$ cat src/rtl/pitch_const_div_if.sv
// Purpose : bundles the two data channels of pitch_const_div (key->increment map, 24/8 divider).
// Latency : n/a (signal bundle only).
// Backpres: none; both channels sample every cycle with no handshake.
// Signals : sound[8:0] key index in, constant[23:0] increment out,
//           numer[23:0] dividend in, denom[7:0] divisor in, quotient[24:0] out.
interface pitch_const_div_if;
  logic [8:0]  sound;
  logic [23:0] constant;
  logic [23:0] numer;
  logic [7:0]  denom;
  logic [24:0] quotient;

  // master drives the operands, slave (the datapath) returns results
  modport master (output sound, numer, denom, input constant, quotient);
  modport slave  (input sound, numer, denom, output constant, quotient);
endinterface

$ cat src/rtl/pitch_const_div.sv
// Purpose : key index -> 24-bit phase increment (12-entry semitone table, octave shift)
//           plus an independent unsigned 24/8 divider for modulator:carrier ratios.
// Latency : 1 cycle on both channels; backpressure: none, new operands accepted every cycle.
// Ports   : sCLK_XVXOSC clock (rising edge), reset_n async active-low (clears both outputs),
//           bus (pitch_const_div_if.slave) carries sound/constant and numer/denom/quotient.
// Build   : define PITCHCONST_SAT_EN to clamp increment overflow to 24'hFFFFFF;
//           otherwise the increment wraps to its low 24 bits.
module pitch_const_div #(
  parameter int unsigned REF_KEY = 197,
  parameter logic [23:0] REF_VAL = 24'h258BF2
) (
  input logic               sCLK_XVXOSC,
  input logic               reset_n,
  pitch_const_div_if.slave  bus
);

  // Semitone table entry k = round(REF_VAL * 2^(k/12) * 256); evaluated at elaboration only.
  // Entries 12..15 are never selected; they pad the table to a power-of-two index.
  function automatic logic [31:0] semi_entry(input int k);
    real r;
    if (k >= 12) return 32'd0;
    r = real'(REF_VAL) * 256.0 * (2.0 ** (real'(k) / 12.0));
    return 32'(longint'($floor(r + 0.5)));
  endfunction

  localparam logic [31:0] KTBL [16] = '{
    semi_entry(0),  semi_entry(1),  semi_entry(2),  semi_entry(3),
    semi_entry(4),  semi_entry(5),  semi_entry(6),  semi_entry(7),
    semi_entry(8),  semi_entry(9),  semi_entry(10), semi_entry(11),
    semi_entry(12), semi_entry(13), semi_entry(14), semi_entry(15)
  };

  logic signed [15:0] d;       // key offset from the reference key
  logic signed [15:0] o;       // octave = floor(d/12)
  logic signed [15:0] k;       // semitone within octave, 0..11
  logic signed [15:0] sh;      // net shift: table holds 8 fractional bits, so o-8
  logic signed [15:0] sh_n;    // right-shift amount when sh < 0
  logic [31:0]        t_sel;
  logic [23:0]        const_d, const_q;
  logic [24:0]        quot_d, quot_q;
`ifdef PITCHCONST_SAT_EN
  logic [63:0]        v_full;  // wide enough to expose every overflow bit of a <32 left shift
`endif

  always_comb begin
    d = $signed({7'd0, bus.sound}) - $signed(16'(REF_KEY));
    // SV division truncates toward zero; fold negative remainders to get a floor divide
    o = d / 16'sd12;
    k = d % 16'sd12;
    if (k < 16'sd0) begin
      k = k + 16'sd12;
      o = o - 16'sd1;
    end
    t_sel = KTBL[k[3:0]];
    sh    = o - 16'sd8;
    sh_n  = -sh;
`ifdef PITCHCONST_SAT_EN
    v_full = 64'd0;
    if (sh >= 16'sd32)
      v_full = '1;                               // beyond any representable shift: saturate
    else if (sh >= 16'sd0)
      v_full = {32'd0, t_sel} << sh;
    else
      v_full = {32'd0, t_sel} >> sh_n;           // amounts >= 32 drain to zero
    const_d = (|v_full[63:24]) ? 24'hFFFFFF : v_full[23:0];
`else
    if (sh >= 16'sd32)
      const_d = 24'hFFFFFF;
    else if (sh >= 16'sd0)
      const_d = 24'(t_sel << sh);                // keep only the low 24 bits (wrap)
    else
      const_d = 24'(t_sel >> sh_n);
`endif
    // divide by zero reports all-ones in the 24 quotient bits, bit 24 stays clear
    if (bus.denom == 8'd0)
      quot_d = 25'h0FFFFFF;
    else
      quot_d = {1'b0, bus.numer / {16'd0, bus.denom}};
  end

  always_ff @(posedge sCLK_XVXOSC or negedge reset_n) begin
    if (!reset_n) begin
      const_q <= 24'd0;
      quot_q  <= 25'd0;
    end else begin
      const_q <= const_d;
      quot_q  <= quot_d;
    end
  end

  assign bus.constant = const_q;
  assign bus.quotient = quot_q;

endmodule

$ cat src/flat_wrapper.sv
// flat-port wrapper written by rule: the top's interface ports become plain ports
module pitch_const_div_flat 
#(
  parameter int unsigned REF_KEY = 197,
  parameter logic [23:0] REF_VAL = 24'h258BF2
)
  (sCLK_XVXOSC, reset_n, bus_sound, bus_numer, bus_denom, bus_constant, bus_quotient);
  pitch_const_div_if bus_i ();
  input logic sCLK_XVXOSC;
  input logic reset_n;
  input wire logic [$bits(bus_i.sound)-1:0] bus_sound;
  input wire logic [$bits(bus_i.numer)-1:0] bus_numer;
  input wire logic [$bits(bus_i.denom)-1:0] bus_denom;
  output wire logic [$bits(bus_i.constant)-1:0] bus_constant;
  output wire logic [$bits(bus_i.quotient)-1:0] bus_quotient;
  assign bus_i.sound = bus_sound;
  assign bus_i.numer = bus_numer;
  assign bus_i.denom = bus_denom;
  assign bus_constant = bus_i.constant;
  assign bus_quotient = bus_i.quotient;
  pitch_const_div #(.REF_KEY(REF_KEY), .REF_VAL(REF_VAL)) u_core (.sCLK_XVXOSC(sCLK_XVXOSC), .reset_n(reset_n), .bus(bus_i));
endmodule
$ cat config.mk
export PLATFORM = sky130hd
export DESIGN_NAME = pitch_const_div_flat
export DESIGN_NICKNAME = d
export VERILOG_FILES = /design/src/rtl/pitch_const_div_if.sv /design/src/rtl/pitch_const_div.sv /design/src/flat_wrapper.sv
export SDC_FILE = /design/constraint.sdc
export NUM_CORES = 1
export LEC_CHECK = 0
export ABC_CLOCK_PERIOD_IN_PS = 800
export BUFFER_PORTS_ARGS = -buffer_cell sky130_fd_sc_hd__buf_4
export CAP_MARGIN = 20
export CELL_PAD_IN_SITES_DETAIL_PLACEMENT = 0
export CELL_PAD_IN_SITES_GLOBAL_PLACEMENT = 1
export CORE_UTILIZATION = 47
export CTS_BUF_LIST = sky130_fd_sc_hd__clkbuf_2 sky130_fd_sc_hd__clkbuf_4 sky130_fd_sc_hd__clkbuf_8
export DETAILED_ROUTE_END_ITERATION = 10
export PLACE_DENSITY = 0.81
export SLEW_MARGIN = 0
export SYNTH_ARGS = -nofsm -noshare
export SYNTH_HDL_FRONTEND = slang
export SYNTH_SLANG_ARGS = --single-unit
$ cat constraint.sdc
create_clock -name sCLK_XVXOSC -period 0.8 [get_ports sCLK_XVXOSC]
set_clock_uncertainty 0.1 [all_clocks]
set_input_delay 0.12 -clock sCLK_XVXOSC [delete_from_list [all_inputs] [get_ports sCLK_XVXOSC]]
set_output_delay 0.12 -clock sCLK_XVXOSC [all_outputs]
set_load 0.1 [all_outputs]
==> flow_metrics.tcl, run 1 <==
set metrics [dict create \
    synth_async_sr_flop_share_pct 100 \
    synth_commonest_cells "281 x nand2_1, 271 x nor2_1, 198 x a21oi_1" \
    postSynthAreaPerCell_um2 6.85 \
    routabilityCongestion 1.05 \
    die_x_um 190 \
    floorplan.initialDensity_pct 47.9 \
    ys_types 114 \
    ioPinCount 92 \
    synth_area_um2 16600 \
    cts_buffers 5 \
    synth_most_common_cell "nand2_1" \
    clock-root-buffer "clkbuf_8" \
    cts_max_level 2 \
    dp_hpwl_mm 55.6 \
    synth_edf_count 0 \
    clockBufferDepth 2 \
    ys_warn_count 0 \
    synthTopCellsByArea "ha_1 14%, dfrtp_1 7.2%, nand2_1 6.3%, nor2_1 6.1%, a21oi_1 6.0%" \
    die_h_um 190 \
    track_usage_pct 88.0 \
    synth_nets 2654 \
    port_buffers 90 \
    cts.sinks 48 \
    grt_max_degree 44 \
    yosys.area.top_type "ha_1" \
    std_cell_rows 68 \
    overflow 478 \
    outcome "did not finish" \
    synth_top_area_share_pct 13.5 \
    firstError "[ERROR GRT-0232] Routing congestion too high. Check the congestion heatmap in the GUI." \
    stop_stage "5_1_grt" \
    ys_seq_area_share_pct 7.22 \
    ys.flop_type "dfrtp_1" \
    synth-seq-cells 48 \
    synthCells 2431 \
]
==> logic make-up after synthesis <==
| kind of cell | count (synthesis) | synth area share, % |
|---|---|---|
| AOI/OAI and AO/OA | 848 | 35.0 |
| xor gates and xnor gates | 99 | 5.25 |
| and+or+nand+nor | 994 | 29.2 |
| buffers and inverters | 173 | 4.10 |
| adders and majority gates | 181 | 13.6 |
| DFF | 48 | 7.22 |
| other | 1 | 0.0225 |
| muxes | 87 | 5.55 |
==> metal layers <==
metal  GRT overflow  GRT usage [%]
met1             18           86.0
met2            277           99.7
met3             31           78.6
met4            146           89.8
met5              6           59.2
==> per-stage QoR <==
stage          hold slack (ps)  cell area [um^2]  worst slack, ps  instances  util, %
4_1_cts                   32.8             30400           -46880       4174     87.6
3_5_place_dp              -129             26200           -48820       3849     75.6
3_3_place_gp              -133             26200           -46890       3849     75.6
2_1_floorplan             -276             18200           -48780       2431        -
==> what timing repair did <==
action,in CTS
buffers inserted,318
endpoints found under the hold margin,48
cloned,3
hold buffers,1
endpoints found under the setup margin,96
gates resized for setup,376
pin swaps,221
==> run 2: changes to the inputs <==
--- a/config.mk
+++ b/config.mk
@@ -8,12 +8,9 @@
 export ABC_CLOCK_PERIOD_IN_PS = 800
 export BUFFER_PORTS_ARGS = -buffer_cell sky130_fd_sc_hd__buf_4
 export CAP_MARGIN = 20
-export CELL_PAD_IN_SITES_DETAIL_PLACEMENT = 0
-export CELL_PAD_IN_SITES_GLOBAL_PLACEMENT = 1
-export CORE_UTILIZATION = 47
-export CTS_BUF_LIST = sky130_fd_sc_hd__clkbuf_2 sky130_fd_sc_hd__clkbuf_4 sky130_fd_sc_hd__clkbuf_8
+export CORE_UTILIZATION = 40
 export DETAILED_ROUTE_END_ITERATION = 10
-export PLACE_DENSITY = 0.81
+export PLACE_DENSITY_LB_ADDON = 0.15
 export SLEW_MARGIN = 0
 export SYNTH_ARGS = -nofsm -noshare
 export SYNTH_HDL_FRONTEND = slang
==> flow_metrics.tcl, run 2 <==
set metrics [dict create \
    floorplan.initialDensity_pct 40.7 \
    clock-root-buffer "clkbuf_16" \
    critPathTopFamily "compound AO/OA/AOI/OAI gates" \
    ys.flop_type "dfrtp_1" \
    synth_most_common_cell "nand2_1" \
    cts_tree "done" \
    cp_max_fo 8 \
    hold_class "primary input to asynchronous set/reset pin" \
    pre_cts_ws_ps -48180 \
    synth-seq-cells 48 \
    startpoint_type "primary input" \
    drv_cap 0 \
    slew_violations 0 \
    track_usage_pct 33.4 \
    max_freq_ghz 0.0208 \
    synth_xor_area_share_pct 5.25 \
    critPathKind "primary input to register" \
    core_um2 40900 \
    dp_hpwl_mm 58.2 \
    finalSetupViolations 96 \
    routabilityCongestion 0.984 \
    vias 24000 \
    synthSimpleGateAreaFrac_pct 29.2 \
    nFillCells 3071 \
    synth_async_sr_flop_share_pct 100 \
    clockBufferDepth 2 \
    yosys.area_share.adder_pct 13.6 \
    std_cell_rows 74 \
    crit_required_ps 910 \
    utilization_pct 74.8 \
    synth-compound-area-share_pct 35.0 \
    hold_viol_final 0 \
    grt_pass1_vias 22600 \
    drtIter0Drc 1698 \
    cts_max_level 2 \
    die_x_um 206 \
    synth_edf_count 0 \
    synth_commonest_cells "281 x nand2_1, 271 x nor2_1, 198 x a21oi_1" \
    synth_nets 2654 \
    maxSlewHeadroom_pct 50.6 \
    die_h_um 206 \
    synth.area.mux_share_pct 5.55 \
    synthToLayoutAreaGrowth_pct 83.8 \
    synthCells 2431 \
    cp_slowest_cell "or4_4" \
    placed_area_um2 26600 \
    cpMostUsedCell "o21a_1" \
    ys_warn_count 0 \
    final_common_cell "buf_4" \
    drive_gt1_share_pct 51.2 \
    tightest_slew_ps 738 \
    synth_top_family_by_area "compound AO/OA/AOI/OAI gates" \
    synth_top_area_share_pct 13.5 \
    violations "setup timing" \
    setup_slack_ps -47370 \
    antenna_found_initial 0 \
    timing.final.crit_share_pct 6020 \
    wl_mm 75.7 \
    ioPinCount 92 \
    synthTopCellsByArea "ha_1 14%, dfrtp_1 7.2%, nand2_1 6.3%, nor2_1 6.1%, a21oi_1 6.0%" \
    critPathBufInv 16 \
    design_area_um2 30600 \
    ys_types 114 \
    dieArea_um2 42400 \
    wire_per_inst_um 18.3 \
    outcome "complete, but fails checks" \
    path_clk_slew_ps 100 \
    synth_area_um2 16600 \
    drc 0 \
    critPathLaunch "bus_denom[7]" \
    cts.sinks 48 \
    grt_pass1_wl_mm 114 \
    routed_via_density 5.81 \
    rsz0062_at_grt "yes" \
    final_antenna_net_count 0 \
    port_buffers 90 \
    min_period_ps 48170 \
    grt_max_degree 44 \
    overflow 0 \
    mostFrequentLayoutCells "1164 x buf_4, 243 x nand2_1, 227 x nor2_1" \
    critPathMaxStageDelay_ps 540 \
    ys_seq_area_share_pct 7.22 \
    yosys.area.top_type "ha_1" \
    cts_buffers 5 \
    first_pass_iters 6 \
    worst_ep_arrival_time_ps 48280 \
    postSynthAreaPerCell_um2 6.85 \
    endpoint_kind "register" \
    fin_nets 3824 \
]
[run 2: cell counts after synthesis]
Identical to the previous run, type by type.
[run 2: cells by family after synthesis]
family	count (synthesis)
AO/OA/AOI/OAI	848
XOR/XNOR	99
adder cells (fa/ha/maj)	181
buffers and inverters	173
flip-flops	48
multiplexers	87
other	1
AND/OR/NAND/NOR	994
[run 2: final cells by class]
type | instances | area, um^2 | area share (%)
sequential | 48 | 1380 | 4.51
timing repair buffer | 1279 | 10600 | 34.5
clock inverter | 3 | 47.5 | 0.155
inverter | 56 | 236 | 0.773
clock buffer | 5 | 125 | 0.409
antenna | 2 | 5.00 | 0.0164
multi-input combinational | 2211 | 17600 | 57.5
tap | 532 | 666 | 2.18
[run 2: worst paths after layout]
check                      cells after the start                       to  slack, ps
setup / recovery                             267   u_core.bus.quotient[0]     -47370
min in group sCLK_XVXOSC                       4  u_core.bus.quotient[23]        210
max in group asynchronous                      3   u_core.bus.quotient[3]        160
hold / removal                                 3  u_core.bus.constant[19]        180
[run 2: what timing repair did]
action / 4_1_cts / 5_1_grt
endpoints found under the setup margin: 96 / 96
resized for setup: 315 / 247
gates cloned: 3 / 0
pin swaps: 104 / 218
hold buffers: 1 / 0
hold endpoints to repair: 48 / 0
buffers inserted: 58 / 112
[run 2: layer usage]
layer  vias up  track usage [%]  wire length, um  part of all wire, %
met3       144             3.77             4660                  6.2
met4         0             9.01             1990                  2.6
met2       834             56.2            35700                   47
met5         -                0                0                    0
li1      11600                -                -                    -
met1     11500             44.7            33400                   44
[run 2: metrics by stage]
step                      std cells  hold WS (ps)  TNS (ps)
after global placement         3962          11.0   -627500
after floorplan                2431          -276   -633680
after detailed placement       3962          11.6   -649510
after CTS                      4031           185   -624970
final                          4136           180   -636360
after global routing           4134           193   -666250
Power of run 2 is left out: the tool's default activity adds up to more than one toggle a clock period on the data nets, which glitch-free logic cannot reach.
==> run 3: changes to the inputs <==
--- a/config.mk
+++ b/config.mk
@@ -5,7 +5,7 @@
 export SDC_FILE = /design/constraint.sdc
 export NUM_CORES = 1
 export LEC_CHECK = 0
-export ABC_CLOCK_PERIOD_IN_PS = 800
+export ABC_CLOCK_PERIOD_IN_PS = 44400
 export BUFFER_PORTS_ARGS = -buffer_cell sky130_fd_sc_hd__buf_4
 export CAP_MARGIN = 20
 export CORE_UTILIZATION = 40
==> constraint.sdc (replaced) <==
create_clock -name sCLK_XVXOSC -period 44.4 [get_ports sCLK_XVXOSC]
set_clock_uncertainty 0.1 [all_clocks]
set_input_delay 6.66 -clock sCLK_XVXOSC [delete_from_list [all_inputs] [get_ports sCLK_XVXOSC]]
set_output_delay 6.66 -clock sCLK_XVXOSC [all_outputs]
set_load 0.1 [all_outputs]
==> flow_metrics.tcl, run 3 (synthesized netlist as in run 2, its figures left out) <==
set metrics [dict create \
    endpoint_kind "register" \
    max_freq_ghz 0.0184 \
    wl_mm 72.6 \
    hold_viol_final 0 \
    drc 0 \
    cp_max_fo 8 \
    die_h_um 206 \
    synthToLayoutAreaGrowth_pct 63.1 \
    track_usage_pct 32.5 \
    final_common_cell "buf_4" \
    worst_ep_arrival_time_ps 54500 \
    slew_violations 0 \
    grt_pass1_vias 22100 \
    die_x_um 206 \
    mostFrequentLayoutCells "1062 x buf_4, 263 x nand2_1, 240 x nor2_1" \
    cts_hold_buf 0 \
    maxSlewHeadroom_pct 38.3 \
    tightest_slew_ps 922 \
    overflow 0 \
    critPathMaxStageDelay_ps 520 \
    ioPinCount 92 \
    fin_nets 3658 \
    routabilityCongestion 1.00 \
    dieArea_um2 42400 \
    antenna_cells 0 \
    cts.sinks 48 \
    timing.final.crit_share_pct 122 \
    design_area_um2 27100 \
    min_period_ps 54350 \
    violations "setup timing" \
    dp_hpwl_mm 54.0 \
    cpMostUsedCell "o21a_1" \
    cts_tree "done" \
    routed_via_density 5.82 \
    setup_slack_ps -9950 \
    clock-root-buffer "clkbuf_16" \
    drv_cap 0 \
    antenna_found_initial 1 \
    rsz0062_at_grt "yes" \
    final_antenna_net_count 0 \
    grt_pass1_wl_mm 112 \
    drtIter0Drc 1653 \
    drive_gt1_share_pct 42.2 \
    cts_max_level 2 \
    startpoint_type "primary input" \
    std_cell_rows 74 \
    crit_required_ps 44550 \
    critPathKind "primary input to register" \
    cts_buffers 5 \
    floorplan.initialDensity_pct 40.7 \
    grt_max_degree 49 \
    vias 23100 \
    first_pass_iters 7 \
    outcome "complete, but fails checks" \
    path_clk_slew_ps 110 \
    cp_slowest_cell "or4_4" \
    hold_class "primary input to asynchronous set/reset pin" \
    clockBufferDepth 2 \
    port_buffers 90 \
    wire_per_inst_um 18.3 \
    finalSetupViolations 4 \
    core_um2 40900 \
    placed_area_um2 24100 \
]
run 3: changes by cell type in the layout (fill, tap and decap cells not counted), moves of 20 or more:
cell,before,now
a21oi_1,139,166
a21oi_2,47,25
buf_12,56,2
buf_4,1164,1062
dfrtp_1,0,48
dfrtp_4,48,0
nand2_1,243,263
o21ai_0,92,114
run 3: layout make-up:
cell class	instances	area (um^2)
Clock buffer	5	125
Clock inverter	3	47.5
Fill cell	3511	13800
Inverter	56	216
Multi-Input combinational cell	2211	16300
Sequential cell	48	1200
Tap cell	532	666
Timing Repair Buffer	1113	8570
run 3: final timing paths:
path | start | end | slack [ps] | cells past startpoint
max | bus_denom[4] | u_core.bus.quotient[0] | -9950 | 260
min | reset_n | u_core.bus.constant[5] | 6260 | 1
max in group asynchronous | reset_n | u_core.bus.quotient[20] | 37410 | 1
min in group sCLK_XVXOSC | bus_numer[23] | u_core.bus.quotient[23] | 6840 | 4
run 3: critical path: cells and delay by family:
kind                     cells  cell delay, ps
AO/OA/AOI/OAI              138           23750
adder cells (fa/ha/maj)     23            6110
buffers and inverters       10            1100
multiplexers                 7            1920
AND/OR/NAND/NOR             82           14820
run 3: repair_timing:
action	4_1_cts	5_1_grt
endpoints found under the setup margin	4	5
hold endpoints to repair	0	0
resized for setup	98	122
gates cloned	1	0
pin swaps	107	130
buffers inserted	155	91
run 3: routing by layer:
metal  part of all wire (%)  track usage, %
met1                     42            39.8
met2                     49            56.9
met3                    5.0            3.53
met4                    4.4            14.6
met5                      0               0
run 3: stage by stage:
stage	instances	worst slack (ps)	util [%]	TNS [ps]	hold slack, ps
floorplan	2431	-11720	-	-32230	6260
global placement	3715	-9520	58.8	-23830	6660
detailed placement	3715	-10830	58.8	-28670	6670
CTS	3879	-9250	63.2	-22970	6280
global route	3968	-12450	66.3	-37020	6310
finish	3968	-9950	66.3	-27490	6260
Power of run 3 is left out for the same reason.
